### src/rtl/chunked_adder.sv
// Multi-cycle add/subtract: CHUNK bits per clock through a narrow ripple slice.
// Wrap or unsigned-saturate result, valid/ready on both sides.
module chunked_adder #(
  parameter int WIDTH = 10,
  parameter int CHUNK = 5,
  parameter int MODE  = 0
) (
  input  logic             clk,
  input  logic             rst,
  input  logic             in_valid,
  output logic             in_ready,
  input  logic [WIDTH-1:0] a,
  input  logic [WIDTH-1:0] b,
  input  logic             sub,
  output logic             out_valid,
  input  logic             out_ready,
  output logic [WIDTH-1:0] sum,
  output logic             carry_out,
  output logic             overflow
);
  localparam int NCH = WIDTH / CHUNK;
  localparam int IW  = (NCH > 1) ? $clog2(NCH) : 1;

  typedef enum logic [1:0] {
    IDLE,
    ADD,
    DONE
  } state_t;

  state_t state;
  state_t stateNext;

  logic [WIDTH-1:0] opA;
  logic [WIDTH-1:0] opB;
  logic [WIDTH-1:0] resReg;
  logic [WIDTH-1:0] rawRes;
  logic [WIDTH-1:0] modeRes;
  logic [CHUNK:0]   slice;
  logic [IW-1:0]    idx;
  logic             carryReg;
  logic             subReg;
  logic             accept;
  logic             lastChunk;
  logic             rawOvf;

  assign in_ready  = (state == IDLE) && !rst;
  assign out_valid = (state == DONE);
  assign accept    = in_valid && in_ready;
  assign lastChunk = (idx == IW'(NCH - 1));

  always_comb begin
    slice = {1'b0, opA[idx*CHUNK +: CHUNK]}
          + {1'b0, opB[idx*CHUNK +: CHUNK]}
          + {{CHUNK{1'b0}}, carryReg};
    rawRes = resReg;
    rawRes[idx*CHUNK +: CHUNK] = slice[CHUNK-1:0];
    // subtract runs as A + ~B + 1, so a missing carry means borrow
    rawOvf  = subReg ? !slice[CHUNK] : slice[CHUNK];
    modeRes = rawRes;
    if (MODE == 1 && rawOvf) begin
      modeRes = subReg ? '0 : '1;
    end
  end

  always_comb begin
    stateNext = state;
    unique case (state)
      IDLE:    if (accept)    stateNext = ADD;
      ADD:     if (lastChunk) stateNext = DONE;
      DONE:    if (out_ready) stateNext = IDLE;
      default: stateNext = IDLE;
    endcase
  end

  always_ff @(posedge clk) begin
    if (rst) begin
      state     <= IDLE;
      opA       <= '0;
      opB       <= '0;
      resReg    <= '0;
      idx       <= '0;
      carryReg  <= 1'b0;
      subReg    <= 1'b0;
      sum       <= '0;
      carry_out <= 1'b0;
      overflow  <= 1'b0;
    end else begin
      state <= stateNext;
      if (accept) begin
        opA      <= a;
        opB      <= sub ? ~b : b;
        carryReg <= sub;
        subReg   <= sub;
        idx      <= '0;
      end
      if (state == ADD) begin
        resReg   <= rawRes;
        carryReg <= slice[CHUNK];
        idx      <= idx + 1'b1;
        if (lastChunk) begin
          sum       <= modeRes;
          carry_out <= slice[CHUNK];
          overflow  <= rawOvf;
        end
      end
    end
  end
endmodule

### config.mk
export PLATFORM = sky130hd
export DESIGN_NAME = chunked_adder
export DESIGN_NICKNAME = d
export VERILOG_FILES = /design/src/rtl/chunked_adder.sv
export SDC_FILE = /design/constraint.sdc
export NUM_CORES = 1
export LEC_CHECK = 0
export ABC_AREA = 1
export CAP_MARGIN = 25
export CORE_MARGIN = 2
export CORE_UTILIZATION = 45
export CTS_BUF_LIST = sky130_fd_sc_hd__clkbuf_16
export DETAILED_ROUTE_END_ITERATION = 8
export PLACE_DENSITY = 0.77
export SLEW_MARGIN = 15
export SYNTH_ARGS = -nofsm -noshare
export SYNTH_HDL_FRONTEND = slang
export SYNTH_SLANG_ARGS = --single-unit
### constraint.sdc
create_clock -name clk -period 3.44 [get_ports clk]
set_clock_uncertainty 0.2 [all_clocks]
set_input_delay 1.032 -clock clk [delete_from_list [all_inputs] [get_ports clk]]
set_output_delay 1.032 -clock clk [all_outputs]
set_load 0.05 [all_outputs]
# Yosys cells after proc, flatten, opt, wreduce, memory -nomap -nowiden
# Cells that the tools add are included.
[totals] ff_bits=47 output_inout_bits=14 wordCells=44 input_bits=25
[op_classes] add_sub_neg=4 mux=11 n_reduce_logical=8 eq_ne=5 mul=1 n_bitwise=1 shifts=4
[ops] operator="$neg A4 Y34" n=1
[ops] operator="$shift A5 B34 Y10 const A" n=1
[ops] operator="$shiftx A5 B34 Y10" n=1
[ops] operator="$shiftx A10 B5 Y5" n=2
[ops] operator="$bwmux W10" n=1
[ops] operator="$mux W10" n=1
[ops] operator="$not A10 Y10" n=1
[ops] operator="$add A5 B5 Y6" n=1
[ops] operator="$add A6 B1 Y6" n=1
[ops] operator="$mux W2" n=3
[ops] operator="$pmux W2 S3" n=1
[ops] operator="$mux W1" n=5
[ops] operator="$mul A1 B3 Y4 const B" n=1
[ops] operator="$ne A2 B2 Y1 const B" n=2
[ops] operator="$reduce_and A3 Y1" n=1
[ops] operator="$eq A2 B1 Y1 const B" n=1
[ops] operator="$eq A2 B2 Y1 const B" n=1
[ops] operator="$logic_and A1 B1 Y1" n=2
[ops] operator="$logic_not A1 Y1" n=2
[ops] operator="$logic_not A2 Y1" n=1
[ops] operator="$ne A2 B1 Y1 const B" n=1
[ops] operator="$reduce_and A2 Y1" n=1
[ops] operator="$reduce_bool A2 Y1" n=1
[ops] operator="$add A1 B1 Y1 const B" n=1

# Logic depth before layout (Yosys ltp)
# Gate-level depths: netlist of the first run.
[logic_depth] ltp_word=6 ltp_mapped=13 ltp_nobuf=13

# Least setup slack after synthesis of the first run
# Ideal clock, no wire load.
[synth_path] kind="in2out" from="input rst" to="output in_ready" t_arrival_ps=1476 t_required_ps=2208 path_buffers=0 stages=1 path_slack_ps=732 path_cell_list="nor3_4"
[synth_between] elab_chain_len=2
[synth_rtl] element="start: declaration" line="9" text="input logic rst,"
[synth_rtl] element="$logic_not A1 Y1" line="46" text="assign in_ready = (state == IDLE) && !rst;"
[synth_rtl] element="$logic_and A1 B1 Y1" line="46"
[synth_rtl] element="end: declaration" line="11" text="output logic in_ready,"
# Every way passes these cells.

# Worst setup path after layout of the first run
# Same ends and word-level chain as after synthesis.

==> results of run 1 <==
==> worst max-delay path: cells and delay by family <==
kind | cells | cell delay, ns
buffers and inverters | 2 | 0.64
AND/OR/NAND/NOR | 1 | 0.24
==> per-stage QoR <==
stage	power [mW]	setup slack, ns	util	cell area (sq um)	cells
after floorplan	0.7928	0.7317	-	1996	256
final	1.306	0.2936	0.5854	2531	346
after global routing	1.382	0.2502	0.5854	2531	346
after detailed placement	0.8831	0.2894	0.5535	2394	338
after global placement	0.8769	0.2899	0.5535	2394	338
after CTS	1.317	0.2820	0.5854	2531	346
==> flip-flops by register name, indices dropped and copies added, names as in the netlist <==
name / count
opB: 10
overflow: 1
carryReg: 1
state: 2
sum: 10
subReg: 1
resReg: 5
idx: 1
opA: 10
carry_out: 1
==> power by group <==
group / internal, mW / switching (mW) / total [mW] / leakage (nW)
Combinational: 0.130 / 0.177 / 0.307 / 0.707
Sequential: 0.535 / 0.0306 / 0.565 / 0.344
Clock: 0.262 / 0.172 / 0.434 / 0.0724
==> kinds of logic (layout without fill, tap and decap cells) <==
| kind of cell | after synthesis | count (layout) | share of synthesized area |
|---|---|---|---|
| buffers and inverters | 37 | 75 | 0.09028 |
| adders and majority gates | 6 | 6 | 0.04514 |
| AOI/OAI and AO/OA | 44 | 44 | 0.1198 |
| and+or+nand+nor | 114 | 114 | 0.2652 |
| xor gates and xnor gates | 11 | 11 | 0.04827 |
| muxes | 2 | 2 | 0.01003 |
| DFF | 42 | 42 | 0.4213 |
==> worst min-delay path by stage <==
stage	startpoint	end	slack, ns
floorplan	resReg[2]	resReg[2]	0.23
CTS	sum[6]	sum[6]	0.24
detailed placement	sum[6]	sum[6]	0.24
global placement	sum[0]	sum[0]	0.23
finish	sum[0]	sum[0]	0.24
global route	sum[5]	sum[5]	0.27
==> placed cells by master (no fill, tap or decap), types with 2 or more instances in the layout <==
cell type / n
a21oi_1: 14
buf_4: 3
clkbuf_16: 5
clkdlybuf4s50_1: 37
clkinv_1: 2
dfxtp_1: 42
fa_1: 2
ha_1: 4
inv_1: 23
inv_2: 2
mux2i_1: 2
nand2_1: 60
nand3_1: 30
nand3b_1: 2
nor2_1: 13
o21a_1: 5
o21ai_0: 12
o21ai_1: 10
or2_2: 3
xnor2_1: 10
==> final cells by class <==
class / count / area, sq um / share of cell area
clock buffer: 5 / 125.1 / 0.04943
clock inverter: 3 / 12.51 / 0.004943
inverter: 26 / 100.1 / 0.03955
multi-input combinational: 177 / 974.7 / 0.3851
sequential: 42 / 840.8 / 0.3322
tap: 52 / 65.06 / 0.02570
timing repair buffer: 41 / 412.9 / 0.1631
==> per-layer routing <==
layer | share of wire | vias to the layer above | wire length, um
met1 | 0.46 | 745 | 1715
li1 | - | 898 | -
met4 | 0.013 | 0 | 50
met2 | 0.49 | 40 | 1835
met3 | 0.045 | 5 | 168
met5 | 0 | - | 0
==> results.cfg, run 1 <==
[run_status]
status = finished, final reports clean

[sta]
slew_headroom = 0.5973
rsz0062_at_grt = no
tightest_slew_ns = 0.6022
fmax_mhz = 317.8
setup_viol = 0
tns_ns = 0
slew_viol_final = 0
fin_crit_ns = 3.146
fin_crit_sh = 0.9147
holdWs_ns = 0.2425
hold_violations = 0

[pwr]
p_per_area_nw_per_um2 = 516.0
irDropWorstVdd_uv = 230.7
p_leak_nw = 1.123

[synth]
synth_area_leaders = dfxtp_1, nand2_1, nand3_1, xnor2_1, inv_1
synth_ff_type = dfxtp_1
syn_avg_cell_area_sq_um = 7.796
ys_async_sr_fraction = 0
synth_edf_count = 0
synth_top_area_share = 0.4213
syn-instance-count = 256
synth_most_common_cell = nand2_1
netlist_area_sq_um = 1996
yosysTopAreaCell = dfxtp_1
synth_seq_cells = 42
synth_common_cells = nand2_1, dfxtp_1, nand3_1
synth_cell_type_count = 30
synth_warnings = 0
syn_nets = 287
synth_seq_area_share = 0.4213

[placed_design]
place_congestion = 0.8217
portBuffers = 38
hpwl_um = 2766

[global_route]
grt_pass1_vias = 1608
grt.total_usage = 0.1727
grt_max_degree = 35
overflow = 0
grtUsageMet3 = 0.04843
use_met2 = 0.3061
grt_pass1_wl_um = 6927
antenna_found_initial = 0
met1_usage = 0.2020
top_usage_layer = met2

[finish]
fillers = 428
drive_above_1_share = 0.07143
nets = 324
num_antenna_cells = 0
syn2layout_area_growth_pct = 26.83

[detailed_routing]
viasPerCell = 4.879
routedWlPerCell_um = 10.89
dr.first_iter.drc_count = 74
ant_nets = 0
routed_wirelength_um = 3769
remaining_drc_errors = 0
vias = 1688
dr.pass1.iters = 4

[clock_network]
cts_tree = built
cts.htree.levels = 2
post-cts-setup-buffers = 0
clk-insertion-delay-late_ns = 0.28
cts_resized = 0
cts-buffers-inserted = 5
clk_pin_slew_ns = 0.06
cts.sinks = 42
cts-root-buf = clkbuf_16
cts_buffer_depth = 2
hold_buffers = 0

[setup_path]
crit_type = in -> out
crit_path_end_kind = output pin
cp_slowest_cell = clkdlybuf4s50_1
crit_fanout = 3
rrSetupSlack_ns = 0.84
r2r-start = idx
start_kind = input pin
worstPathCellList = clkdlybuf4s50_1, nor3_4, buf_12
cp-endpoint = in_ready
cpPeakStageDelay_ns = 0.46
arrival_ns = 1.91
crit_start = rst
rr_worst_depth = 13
worstPathRequired_ns = 2.21
r2r-end = overflow

[floorplanning]
die_h_um = 70.60
fp.dieArea_sq_um = 4984
core_region_area_sq_um = 4324
start_util = 0.4615
ios = 39
fp.dieW_um = 70.60
rows = 24

[worst_hold_path]
hold_depth = 2
hold_path_class = reg -> reg

[job]
maxCapViolCount = 0
Note: power is estimated with default switching activity, not from simulation.
==> run 2: changes to the inputs <==
--- a/config.mk
+++ b/config.mk
@@ -11,7 +11,7 @@
 export CORE_UTILIZATION = 45
 export CTS_BUF_LIST = sky130_fd_sc_hd__clkbuf_16
 export DETAILED_ROUTE_END_ITERATION = 8
-export PLACE_DENSITY = 0.77
+export PLACE_DENSITY = 0.8
 export SLEW_MARGIN = 15
 export SYNTH_ARGS = -nofsm -noshare
 export SYNTH_HDL_FRONTEND = slang
==> constraint.sdc (replaced) <==
create_clock -name clk -period 2.75 [get_ports clk]
set_clock_uncertainty 0.2 [all_clocks]
set_input_delay 0.825 -clock clk [delete_from_list [all_inputs] [get_ports clk]]
set_output_delay 0.825 -clock clk [all_outputs]
set_load 0.05 [all_outputs]
==> results.cfg, run 2 (synthesis results as in run 1) <==
[clock_network]
cts-root-buf = clkbuf_16
clk-insertion-delay-late_ns = 0.28
cts.sinks = 42
cts_buffer_depth = 2
clk_pin_slew_ns = 0.06
cts-buffers-inserted = 5
cts.htree.levels = 2
cts_tree = built
hold_buffers = 0

[detailed_routing]
dr.pass1.iters = 4
vias = 1731
dr.first_iter.drc_count = 50
ant_nets = 0
viasPerCell = 4.932
routedWlPerCell_um = 11.15
routed_wirelength_um = 3915
remaining_drc_errors = 0

[global_route]
met1_usage = 0.2036
antenna_found_initial = 0
overflow = 0
top_usage_layer = met2
grtUsageMet3 = 0.04416
grt_max_degree = 31
grt_pass1_wl_um = 7176
grt.total_usage = 0.1774
grt_pass1_vias = 1684
use_met2 = 0.3208

[finish]
layout_commonest_cell = nand2_1
syn2layout_area_growth_pct = 29.34
layout_common_cells = nand2_1, dfxtp_1, clkdlybuf4s50_1
drive_above_1_share = 0.09030
reg_top3 = opA: 10 flops, opB: 10 flops, sum: 10 flops
num_antenna_cells = 0
utilization = 0.5969
nets = 329

[floorplanning]
fp.dieArea_sq_um = 4984
ios = 39
die_h_um = 70.60
core_region_area_sq_um = 4324
start_util = 0.4615
fp.dieW_um = 70.60
rows = 24

[sta]
hold_violations = 0
rsz0062_at_grt = no
fin_crit_sh = 0.8950
slew_headroom = 0.6695
slew_viol_final = 0
fin_crit_ns = 2.461
tns_ns = 0
setup_viol = 0
fmax_mhz = 406.3
tightest_slew_ns = 0.4942

[setup_path]
rrSetupSlack_ns = 0.29
critPathTopFamily = adder cells
worstPathRequired_ns = 2.78
start_kind = register
crit_type = reg -> reg
worst-path-buf-inv = 1
worstPathCellList = mux2i_1, fa_1, fa_1, nand3b_1, a21o_1, nand3_1, nand2_1, inv_1
r2r-start = idx
crit_path_end_kind = register
crit_start = idx
crit_fanout = 7
cp_slowest_cell = dfxtp_1
crit_path_frequent_cell = fa_1
arrival_ns = 2.49
cpPeakStageDelay_ns = 0.58

[worst_hold_path]
hold_path_class = reg -> reg
hold_start = sum[5]

[placed_design]
portBuffers = 38
place_congestion = 0.7644
hpwl_um = 2955

[pwr]
irDropWorstVdd_uv = 302.1
p_leak_nw = 1.164
power_mw = 1.652
p_per_area_nw_per_um2 = 640.1

[job]
maxCapViolCount = 0

[run_status]
status = finished, final reports clean
==> run 2: layout make-up <==
class | count | area, sq um
clock buffers | 5 | 125.1
clock inverters | 3 | 12.51
fillers | 427 | 1743
inverters | 26 | 100.1
multi-input cells | 177 | 974.7
flip-flops and latches | 42 | 840.8
well taps | 52 | 65.06
repair buffers | 46 | 462.9
==> run 2: metal layers <==
metal | vias to the layer above | part of all wire
met1 | 779 | 0.45
met5 | - | 0
li1 | 909 | -
met4 | 0 | 0.010
met2 | 39 | 0.50
met3 | 4 | 0.045
==> run 2: repair_timing <==
item                       in CTS  in global routing
setup buffers                   0                  1
gates resized for setup         0                  1
setup endpoints to repair       0                  1
==> run 2: through the flow <==
step                instance area (sq um)  cells  setup slack [ns]  hold WS (ns)
finish                               2581    351            0.2887        0.2443
global route                         2581    351            0.1120        0.2786
CTS                                  2571    350           0.01933        0.2504
detailed placement                   2434    342           0.02420        0.2419
global placement                     2434    342           0.01328        0.2315
floorplan                            1996    256            0.4557        0.2292
==> run 2: final timing paths <==
| kind | end | cells after the start |
|---|---|---|
| worst max-delay path | resReg[4] | 8 |
| worst max register to register | resReg[4] | 8 |
| worst min-delay path | sum[5] | 2 |
| worst min register to register | sum[5] | 2 |
==> run 2: power breakdown <==
part	internal, mW	leakage, nW	switching, mW
registers	0.669	0.344	0.0369
clock network	0.328	0.0724	0.218
logic	0.173	0.747	0.228
==> run 2: tightest hold or removal path, cell delays in order (launching register included) <==
cell	delay [ns]
dfxtp_1	0.31
inv_1	0.05
a21oi_1	0.05
==> run 3: changes to the inputs <==
--- a/config.mk
+++ b/config.mk
@@ -12,6 +12,7 @@
 export CTS_BUF_LIST = sky130_fd_sc_hd__clkbuf_16
 export DETAILED_ROUTE_END_ITERATION = 8
 export PLACE_DENSITY = 0.8
+export SETUP_SLACK_MARGIN = 0.1
 export SLEW_MARGIN = 15
 export SYNTH_ARGS = -nofsm -noshare
 export SYNTH_HDL_FRONTEND = slang
==> results.cfg, run 3 (synthesis results as in run 1) <==
[finish]
drive_above_1_share = 0.08725
num_antenna_cells = 0
layout_common_cells = nand2_1, dfxtp_1, clkdlybuf4s50_1
reg_top3 = opA: 10 flops, opB: 10 flops, sum: 10 flops
nets = 328
layout_commonest_cell = nand2_1
fillers = 430
syn2layout_area_growth_pct = 28.78

[clock_network]
clk_pin_slew_ns = 0.05
cts_tree = built
cts_resized = 1
cts-root-buf = clkbuf_16
cts_buffer_depth = 2
hold_buffers = 0
cts.htree.levels = 2
cts.sinks = 42
cts-buffers-inserted = 5
post-cts-setup-buffers = 0
clk-insertion-delay-late_ns = 0.28

[global_route]
grt.total_usage = 0.1774
overflow = 0
grt_pass1_wl_um = 7176
antenna_found_initial = 0
grt_pass1_vias = 1684
grt_max_degree = 31

[pwr]
p_per_area_nw_per_um2 = 641.6
p_leak_nw = 1.151
power_mw = 1.649
irDropWorstVdd_uv = 302.0

[setup_path]
r2r-start = idx
worstPathRequired_ns = 1.73
crit_type = in -> out
rr_worst_depth = 8
crit_fanout = 3
arrival_ns = 1.54
crit_path_end_kind = output pin
r2r-end = resReg[4]
rrSetupSlack_ns = 0.29
start_kind = input pin

[sta]
fin_crit_sh = 0.9333
fmax_mhz = 389.6
setup_viol = 0
tns_ns = 0
tightest_slew_ns = 0.4948
slew_headroom = 0.6691
hold_violations = 0
rsz0062_at_grt = no
slew_viol_final = 0
fin_crit_ns = 2.566

[placed_design]
place_congestion = 0.7644
hpwl_um = 2955
portBuffers = 38

[detailed_routing]
dr.first_iter.drc_count = 51
routed_wirelength_um = 3896
viasPerCell = 4.920
routedWlPerCell_um = 11.13
ant_nets = 0
dr.pass1.iters = 4
vias = 1722
remaining_drc_errors = 0

[floorplanning]
core_region_area_sq_um = 4324
fp.dieW_um = 70.60
ios = 39
rows = 24
die_h_um = 70.60
start_util = 0.4615
fp.dieArea_sq_um = 4984

[worst_hold_path]
hold_end = sum[5]
hold_path_class = reg -> reg
hold_depth = 2
hold_start = sum[5]

[run_status]
status = finished, final reports clean

[job]
maxCapViolCount = 0
==> run 3: worst max-delay path by stage <==
stage                     start       end  slack (ns)  cells after the start
after CTS                   rst  in_ready        0.18                      3
after global routing        idx    sum[9]        0.11                      8
after floorplan             rst  in_ready        0.46                      1
after detailed placement    rst  in_ready        0.02                      3
after global placement      rst  in_ready        0.01                      3
final                       rst  in_ready        0.18                      3
==> run 3: per-stage QoR <==
step / util / cells / worst slack (ns) / hold WS, ns / instance area [sq um]
6_report: 0.5943 / 350 / 0.1835 / 0.2443 / 2570
5_1_grt: 0.5943 / 350 / 0.1120 / 0.2786 / 2570
4_1_cts: 0.5943 / 350 / 0.1798 / 0.2504 / 2570
3_5_place_dp: 0.5628 / 342 / 0.02420 / 0.2419 / 2434
3_3_place_gp: 0.5628 / 342 / 0.01328 / 0.2315 / 2434
2_1_floorplan: - / 256 / 0.4557 / 0.2292 / 1996
==> run 3: worst max-delay path, cell delays in order <==
cell	delay, ns
dlygate4sd2_1	0.27
nor3_4	0.27
buf_12	0.17
==> run 3: routing by layer <==
layer	track usage	vias to the layer above	part of all wire
met5	0	-	0
met4	0.06289	0	0.012
met3	0.04416	5	0.044
met2	0.3208	35	0.49
met1	0.2036	775	0.45
li1	-	907	-
==> run 3: layout make-up <==
cell class	instances	area [sq um]	share of cell area
multi-input cells	177	974.7	0.3793
flip-flops and latches	42	840.8	0.3272
repair buffers	45	451.7	0.1758
clock buffers	5	125.1	0.04869
inverters	26	100.1	0.03895
well taps	52	65.06	0.02532
clock inverters	3	12.51	0.004869
==> run 3: where the power goes <==
group | leakage [nW] | switching, mW | internal, mW
registers | 0.344 | 0.0370 | 0.669
clock network | 0.0724 | 0.218 | 0.328
logic | 0.734 | 0.227 | 0.171
